**config.mk**
```make
export PLATFORM = sky130hd
export DESIGN_NAME = two_of_five_tx_flat
export DESIGN_NICKNAME = d
export VERILOG_FILES = /design/src/rtl/two_of_five_tx_if.sv /design/src/rtl/two_of_five_tx.sv /design/src/flat_wrapper.sv
export SDC_FILE = /design/constraint.sdc
export NUM_CORES = 1
export LEC_CHECK = 0
export CAP_MARGIN = 10
export CORE_MARGIN = 5
export CORE_UTILIZATION = 55
export CTS_CLUSTER_DIAMETER = 100
export DETAILED_ROUTE_END_ITERATION = 8
export DONT_BUFFER_PORTS = 1
export PLACE_DENSITY = 0.72
export SKIP_CTS_REPAIR_TIMING = 1
export SLEW_MARGIN = 25
export SYNTH_ARGS = -nofsm -noshare
export SYNTH_HDL_FRONTEND = slang
export SYNTH_SLANG_ARGS = --single-unit
```
**constraint.sdc**
```tcl
create_clock -name i_clk -period 1.8 [get_ports i_clk]
set_input_delay 0.45 -clock i_clk [delete_from_list [all_inputs] [get_ports i_clk]]
set_output_delay 0.45 -clock i_clk [all_outputs]
set_load 0.02 [all_outputs]
```
**src/rtl/two_of_five_tx_if.sv**
```systemverilog
// Digit-in / serial-out bundle for the 2-of-5 transmitter.
// Names are from the transmitter's point of view: i_* flow in, o_* flow out.
interface two_of_five_tx_if;
  logic [3:0] i_digit;
  logic       i_digit_valid;
  logic       o_digit_ready;
  logic       o_ser_out;
  logic       o_ser_valid;
  logic       o_frame_start;
  logic [4:0] o_code_out;
  logic       o_digit_err;
  logic       o_chk_err;

  modport master (
    output i_digit, i_digit_valid,
    input  o_digit_ready, o_ser_out, o_ser_valid, o_frame_start,
           o_code_out, o_digit_err, o_chk_err
  );

  modport slave (
    input  i_digit, i_digit_valid,
    output o_digit_ready, o_ser_out, o_ser_valid, o_frame_start,
           o_code_out, o_digit_err, o_chk_err
  );
endinterface

```
**src/rtl/two_of_five_tx.sv**
```systemverilog
// BCD digit -> 2-of-5 code word, shifted out serially at BIT_PERIOD clocks per bit.
// Optional self-check is compiled in with macro TWO_OF_FIVE_TX_SELFCHECK_EN.
module two_of_five_tx #(
  parameter int BIT_PERIOD = 1,
  parameter bit MSB_FIRST  = 1'b1
) (
  input logic             i_clk,
  input logic             i_rst_n,
  two_of_five_tx_if.slave bus
);
  localparam int PW = $clog2(BIT_PERIOD + 1);

  typedef enum logic {S_IDLE, S_SHIFT} state_t;

  state_t          r_state;
  logic [2:0]      r_bit_cnt;
  logic [PW-1:0]   r_per_cnt;
  logic [4:0]      r_code;
  logic            r_ser;
  logic            r_ser_vld;
  logic            r_fs;
  logic            r_err;
  logic            r_rdy;

  logic            w_accept;
  logic            w_legal;
  logic            w_bit_end;
  logic            w_last;
  logic            w_rdy_nxt;
  logic [4:0]      w_enc;

  function automatic logic [4:0] f_enc(input logic [3:0] d);
    case (d)
      4'd0:    return 5'b11000;
      4'd1:    return 5'b00011;
      4'd2:    return 5'b00101;
      4'd3:    return 5'b00110;
      4'd4:    return 5'b01001;
      4'd5:    return 5'b01010;
      4'd6:    return 5'b01100;
      4'd7:    return 5'b10001;
      4'd8:    return 5'b10010;
      4'd9:    return 5'b10100;
      default: return 5'b00000;
    endcase
  endfunction

  // idx is the position in transmit order, 0 = first bit on the line
  function automatic logic f_bit(input logic [4:0] c, input logic [2:0] idx);
    return MSB_FIRST ? c[3'd4 - idx] : c[idx];
  endfunction

  assign w_accept  = bus.i_digit_valid & r_rdy;
  assign w_legal   = (bus.i_digit <= 4'd9);
  assign w_enc     = f_enc(bus.i_digit);
  assign w_bit_end = (r_state == S_SHIFT) && (r_per_cnt == PW'(1));
  assign w_last    = w_bit_end && (r_bit_cnt == 3'd4);

  // READY is registered, so predict whether the next cycle is idle or bit 4's last cycle
  always_comb begin
    w_rdy_nxt = 1'b0;
    if (w_accept && w_legal)
      w_rdy_nxt = 1'b0;
    else if (r_state == S_IDLE || w_last)
      w_rdy_nxt = 1'b1;
    else if (w_bit_end)
      w_rdy_nxt = (r_bit_cnt == 3'd3) && (BIT_PERIOD == 1);
    else
      w_rdy_nxt = (r_bit_cnt == 3'd4) && (r_per_cnt == PW'(2));
  end

  always_ff @(posedge i_clk or negedge i_rst_n) begin
    if (!i_rst_n) begin
      r_state   <= S_IDLE;
      r_bit_cnt <= '0;
      r_per_cnt <= '0;
      r_code    <= '0;
      r_ser     <= 1'b0;
      r_ser_vld <= 1'b0;
      r_fs      <= 1'b0;
      r_err     <= 1'b0;
      r_rdy     <= 1'b1;
    end else begin
      r_fs  <= 1'b0;
      r_err <= w_accept && !w_legal;
      r_rdy <= w_rdy_nxt;
      if (w_accept && w_legal) begin
        r_state   <= S_SHIFT;
        r_code    <= w_enc;
        r_bit_cnt <= '0;
        r_per_cnt <= PW'(BIT_PERIOD);
        r_ser     <= f_bit(w_enc, 3'd0);
        r_ser_vld <= 1'b1;
        r_fs      <= 1'b1;
      end else if (w_last) begin
        r_state   <= S_IDLE;
        r_bit_cnt <= '0;
        r_per_cnt <= '0;
        r_ser     <= 1'b0;
        r_ser_vld <= 1'b0;
      end else if (w_bit_end) begin
        r_bit_cnt <= r_bit_cnt + 3'd1;
        r_per_cnt <= PW'(BIT_PERIOD);
        r_ser     <= f_bit(r_code, r_bit_cnt + 3'd1);
      end else if (r_state == S_SHIFT) begin
        r_per_cnt <= r_per_cnt - PW'(1);
      end
    end
  end

  assign bus.o_digit_ready = r_rdy;
  assign bus.o_ser_out     = r_ser;
  assign bus.o_ser_valid   = r_ser_vld;
  assign bus.o_frame_start = r_fs;
  assign bus.o_code_out    = r_code;
  assign bus.o_digit_err   = r_err;

`ifdef TWO_OF_FIVE_TX_SELFCHECK_EN
  logic [2:0] r_ones;
  logic       r_chk;

  function automatic logic [2:0] f_pop(input logic [4:0] c);
    return {2'b0, c[0]} + {2'b0, c[1]} + {2'b0, c[2]} + {2'b0, c[3]} + {2'b0, c[4]};
  endfunction

  // r_ones tallies the bits as they are put on the line; judged on the frame's last cycle
  always_ff @(posedge i_clk or negedge i_rst_n) begin
    if (!i_rst_n) begin
      r_ones <= '0;
      r_chk  <= 1'b0;
    end else begin
      if (w_last && r_ones != 3'd2)
        r_chk <= 1'b1;
      if (w_accept && w_legal) begin
        if (f_pop(w_enc) != 3'd2)
          r_chk <= 1'b1;
        r_ones <= {2'b0, f_bit(w_enc, 3'd0)};
      end else if (w_bit_end && !w_last) begin
        r_ones <= r_ones + {2'b0, f_bit(r_code, r_bit_cnt + 3'd1)};
      end
    end
  end

  assign bus.o_chk_err = r_chk;
`else
  assign bus.o_chk_err = 1'b0;
`endif
endmodule

```
**src/flat_wrapper.sv**
```systemverilog
// flat-port wrapper written by rule: the top's interface ports become plain ports
module two_of_five_tx_flat 
#(
  parameter int BIT_PERIOD = 1,
  parameter bit MSB_FIRST  = 1'b1
)
  (i_clk, i_rst_n, bus_i_digit, bus_i_digit_valid, bus_o_digit_ready, bus_o_ser_out, bus_o_ser_valid, bus_o_frame_start, bus_o_code_out, bus_o_digit_err, bus_o_chk_err);
  two_of_five_tx_if bus_i ();
  input logic i_clk;
  input logic i_rst_n;
  input wire logic [$bits(bus_i.i_digit)-1:0] bus_i_digit;
  input wire logic [$bits(bus_i.i_digit_valid)-1:0] bus_i_digit_valid;
  output wire logic [$bits(bus_i.o_digit_ready)-1:0] bus_o_digit_ready;
  output wire logic [$bits(bus_i.o_ser_out)-1:0] bus_o_ser_out;
  output wire logic [$bits(bus_i.o_ser_valid)-1:0] bus_o_ser_valid;
  output wire logic [$bits(bus_i.o_frame_start)-1:0] bus_o_frame_start;
  output wire logic [$bits(bus_i.o_code_out)-1:0] bus_o_code_out;
  output wire logic [$bits(bus_i.o_digit_err)-1:0] bus_o_digit_err;
  output wire logic [$bits(bus_i.o_chk_err)-1:0] bus_o_chk_err;
  assign bus_i.i_digit = bus_i_digit;
  assign bus_i.i_digit_valid = bus_i_digit_valid;
  assign bus_o_digit_ready = bus_i.o_digit_ready;
  assign bus_o_ser_out = bus_i.o_ser_out;
  assign bus_o_ser_valid = bus_i.o_ser_valid;
  assign bus_o_frame_start = bus_i.o_frame_start;
  assign bus_o_code_out = bus_i.o_code_out;
  assign bus_o_digit_err = bus_i.o_digit_err;
  assign bus_o_chk_err = bus_i.o_chk_err;
  two_of_five_tx #(.BIT_PERIOD(BIT_PERIOD), .MSB_FIRST(MSB_FIRST)) u_core (.i_clk(i_clk), .i_rst_n(i_rst_n), .bus(bus_i));
endmodule
```
# Word-level counts from Yosys, hierarchy flattened
# Memories as Yosys holds them, arrays and structs flattened.
# Index checks and enable logic that the tools add are counted.
# word_totals
reg_bits,14
romBits,80
inputBits,7
out_inout_bits,11
elab_cells,47
n_memories,1
# classes
n_addsub,3
magnitude_cmp,2
n_eq_ne,2
n_mux,18
bitwise,3
reduce_logical,10
# mem_list
memory,words,width,rd,rd_ports_with_merged_regs,write_ports,line,text
(no name shown),16,5,1,0,0,two_of_five_tx.sv:33,case (d)
# op_table
cell,n
1-bit two-way mux,14
3-bit two-way mux,3
1-bit logical AND,5
4-bit <= comparator (second input constant),1
3-bit by 4-bit less-than comparator with 1-bit output (second input constant),1
4-bit nonzero test,1
3-bit by 1-bit adder with 3-bit output (second input constant),1
1-bit binary-select mux with 3-bit select,1
3-bit by 2-bit equality test with 1-bit output (second input constant),1
3-bit equality test (second input constant),1
3-bit nonzero test,1
3-bit subtractor (first input constant),1
1-bit NOT,2
2-bit nonzero test,1
1-bit AND,1
1-bit logical NOT,1
1-bit logical OR,1
1-bit subtractor (second input constant),1

# Depth between registers and ports, before layout
# logic_depth
depth_word,7
depth_mapped,7
ltp_nobuf,7

# Worst setup path after synthesis
# No wires, ideal clock.
# synth_path
path_kind,register to register
from,reg u_core.r_bit_cnt[0]
to,"reg u_core.r_ser, in the netlist u_core.bus.o_ser_out"
setup_ns,0.133
t_arrival_ns,1.431
required_ns,1.667
setup_slack_ns,0.237
stages_incl_launch_ff,7
n_path_buf,0
synth_period_minus_slack_ns,1.563
path_cell_list,dfrtp_1 > ha_1 > ha_1 > xor2_1 > nor4_1 > a211oi_1 > a21oi_1
# synth_between
elab_chain_len,7
elab_cells_between_ends,10
classes_between,2 x add/sub; 1 x eq/ne; 5 x mux; 2 x reduce/logical
# synth_rtl
element,line,text
start: declaration,two_of_five_tx.sv:16,logic [2:0] r_bit_cnt;
start signal: assignment,two_of_five_tx.sv:102,r_bit_cnt <= r_bit_cnt + 3'd1;
3-bit by 1-bit adder with 3-bit output,two_of_five_tx.sv:104,"r_ser <= f_bit(r_code, r_bit_cnt + 3'd1);"
3-bit subtractor,two_of_five_tx.sv:50,return MSB_FIRST ? c[3'd4 - idx] : c[idx];
1-bit binary-select mux with 3-bit select,two_of_five_tx.sv:50,
1-bit two-way mux (implied by the code),two_of_five_tx.sv:50,
1-bit two-way mux,two_of_five_tx.sv:101,end else if (w_bit_end) begin
1-bit two-way mux,two_of_five_tx.sv:95,end else if (w_last) begin
1-bit two-way mux,two_of_five_tx.sv:87,if (w_accept && w_legal) begin
end signal: assignment,two_of_five_tx.sv:92,"r_ser <= f_bit(w_enc, 3'd0);"
end signal: assignment,two_of_five_tx.sv:104,
end: declaration,two_of_five_tx.sv:19,logic r_ser;
# Parallel ways exist; a longest one is shown, timed or not. The select of a mux whose other input is x is not followed.
# A chain may end at the register's enable or synchronous reset.

# Worst setup path in the final report
# Ends and elaborated chain as after synthesis.

==> results by group <==
Outcome
  – Outcome: finished, final reports clean

Worst setup path
  – Slowest-stage cell, CP: dfrtp_1
  – Required time of the critical path: 2.01 ns
  – RR Startpoint: u_core.r_bit_cnt[0]
  – Maximum fanout along the worst path: 3
  – Top cell by count, worst path: ha_1
  – Crit path DAT: 1.91 ns
  – Crit path from: u_core.r_bit_cnt[0]
  – Critical-path cell list: ha_1, ha_1, xor2_2, nor4_2, a211oi_2, a21oi_1
  – CP endpoint kind: register
  – Startpoint class of the critical path: register
  – CP max stage delay: 0.42 ns
  – Critical path class: reg2reg

Logic synthesis
  – Mux contribution to synthesized area: 0.0743
  – Sequential-to-total area share from yosys stat: 0.418
  – Post-Synth XOR/XNOR Area: 0.0208
  – Cell Area, Synth: 842 um^2
  – Largest family of logic cells by synthesized area: compound AO/OA/AOI/OAI gates
  – Synth Warn #: 0
  – Post-Synth Simple-Gate Area: 0.131
  – Synth Area in Compound Gates: 0.158
  – Synth Net Count: 101
  – Seq cells post-synth: 14
  – Synth Instances: 86
  – Syn_area_per_cell: 9.79 um^2
  – Post-synthesis adder-cell area fraction: 0.119
  – Synth cell types: 26

Worst hold path
  – Hold Path Origin: bus_i_digit[3]
  – Hold/Removal Path Class: in2reg

Drt
  – Pre-antenna DRT Iters: 3
  – Vias per cell: 5.47
  – Final antenna-violating net count: 0
  – Drt drc: 0
  – Final WL: 1470 um
  – Routed vias: 574
  – 1st-iter DRT viols: 14
  – Wirelength per Cell: 14.0 um

STA
  – Setup TNS: 0 ns
  – Period utilization: 0.940
  – Final setup fails: 0
  – Headroom to the max-slew limit: 0.601
  – Hold Slack: 0.247 ns
  – Max Slew Vio Count: 0
  – FMAX: 591 MHz
  – Slew @ Worst Pin: 0.596 ns
  – Clock skew: 0.00294 ns
  – Minimum clock period: 1.69 ns
  – RSZ-0062 raised after global routing: false
  – Final Hold Fails: 0

Global routing
  – Global-route wire length before repair: 2530 um
  – Initial antenna violation count: 0
  – Pin count of the biggest net entering global routing: 15
  – Vias in the first global route: 547
  – Gr ovfl total: 0
  – Total GRT Usage: 0.137

Clocking
  – Clk sinks: 14
  – H-tree Lvls: 1
  – Root buffer cell: clkbuf_4
  – CTS tree: yes
  – CTS Buffer Depth: 2
  – Worst-path clk slew: 0.08 ns
  – Number of buffers created by CTS: 3
  – Worst-skew pair later-pin latency: 0.28 ns

Place
  – Dpl cells: 100
  – DP Area: 843 um^2
  – GPL Wtd Cong: 0.819
  – DP Wirelength: 1150 um
  – # port buffers: 0

Die
  – Core ar.: 1470 um^2
  – Initial core utilization: 0.572
  – Die Span Y: 49.1 um
  – Die Wd: 49.1 um
  – Die area: 2410 um^2
  – # rows: 14
  – Io pins: 18

Power
  – Power density over the cells: 1610 nW/um^2
  – Maximum vdd drop: 865 uV
  – LEAKAGE: 0.447 nW
  – PnR Total Power: 0.00146 W

Finish
  – Number of fill cells: 124
  – Fraction of layout cells with a size suffix above 1: 0.169
  – Nets: 105
  – Area Overhead vs Synth: 7.88%
  – Final Cell Area: 908 um^2
  – Ant diodes: 0
  – Final cell count without fillers: 105

Run
  – Max-cap viol count: 0
registers in the layout, summed over array words and instances, names as in the netlist:
signal and count:
u_core.bus.o_ser_out 1, u_core.bus.o_digit_err 1, u_core.r_state 1, u_core.r_bit_cnt 3
u_core.bus.o_digit_ready 1, u_core.bus.o_frame_start 1, u_core.bus.o_code_out 5, u_core.r_per_cnt 1
layout make-up:
class,count,area (um^2),area share
Clock buffer,4,36.3,0.0399
Tap cell,16,20.0,0.0220
Inverter,8,30.0,0.0331
Sequential cell,14,352,0.387
Timing Repair Buffer,3,25.0,0.0275
Multi-Input combinational cell,60,445,0.490
Yosys cell counts:
cell type | number | share of area
a211oi_1 | 2 | 0.018
a21o_1 | 1 | 0.0089
a21oi_1 | 5 | 0.030
a22oi_1 | 2 | 0.018
a31oi_1 | 1 | 0.0074
and2_1 | 1 | 0.0074
and2b_2 | 1 | 0.010
buf_4 | 1 | 0.0089
buf_6 | 2 | 0.027
clkbuf_1 | 1 | 0.0045
conb_1 | 1 | 0.0045
dfrtp_1 | 13 | 0.39
dfstp_2 | 1 | 0.031
ha_1 | 8 | 0.12
inv_1 | 8 | 0.036
mux2i_1 | 4 | 0.048
mux4_2 | 1 | 0.027
nand2_1 | 12 | 0.053
nand3_1 | 2 | 0.012
nor2_1 | 9 | 0.040
nor4_1 | 1 | 0.0074
o21ai_0 | 4 | 0.024
o21bai_4 | 1 | 0.022
o31ai_2 | 2 | 0.030
xnor2_1 | 1 | 0.010
xor2_1 | 1 | 0.010
through the flow:
stage               setup WS, ns  utilization
global placement           0.133        0.573
floorplan                  0.237            -
finish                     0.107        0.617
detailed placement        0.0757        0.573
CTS                       0.0499        0.598
global route             0.00833        0.617
critical path, delay by kind of cell (launching register included):
family	cells	cell delay (ns)
fa+ha+maj	2	0.59
flops	1	0.42
compound gates	2	0.24
simple gates	1	0.21
xor+xnor	1	0.17
kinds of logic after synthesis:
kind of cell / Yosys count
other cells: 1
flops: 14
buf+inv: 12
compound gates: 18
mux: 5
xor+xnor: 2
fa+ha+maj: 8
simple gates: 26
path summary, 6_finish.rpt:
path,to,slack (ns),depth (start not counted)
worst min-delay path,u_core.bus.o_code_out[0],0.25,1
min in group asynchronous,u_core.r_bit_cnt[2],0.60,1
worst max-delay path,u_core.bus.o_ser_out,0.11,6
max in group asynchronous,u_core.bus.o_ser_out,0.81,1
worst max register to register,u_core.bus.o_ser_out,0.11,6
worst min register to register,u_core.bus.o_digit_ready,0.57,2
cell usage in the layout (no fill, tap or decap), types with 3 or more instances in the layout:
master,n
a21oi_1,5
ha_1,8
nor2_1,9
nand2_1,12
dfrtp_1,13
o21ai_0,4
clkbuf_4,3
mux2i_1,4
inv_1,8
per-layer routing:
metal,vias up,wire length (um),global-route usage
li1,294,-,-
met1,258,689,0.184
met2,17,599,0.174
met3,5,142,0.0734
met4,0,38,0.0673
met5,-,0,0
report_power, final:
| part | switching [W] | total [W] | leakage, nW | internal [W] |
|---|---|---|---|---|
| clock | 0.000101 | 0.000225 | 0.0210 | 0.000123 |
| sequential | 0.000229 | 0.000681 | 0.171 | 0.000452 |
| combinational | 0.000305 | 0.000553 | 0.255 | 0.000249 |
Note: power is estimated with default switching activity, not from simulation.
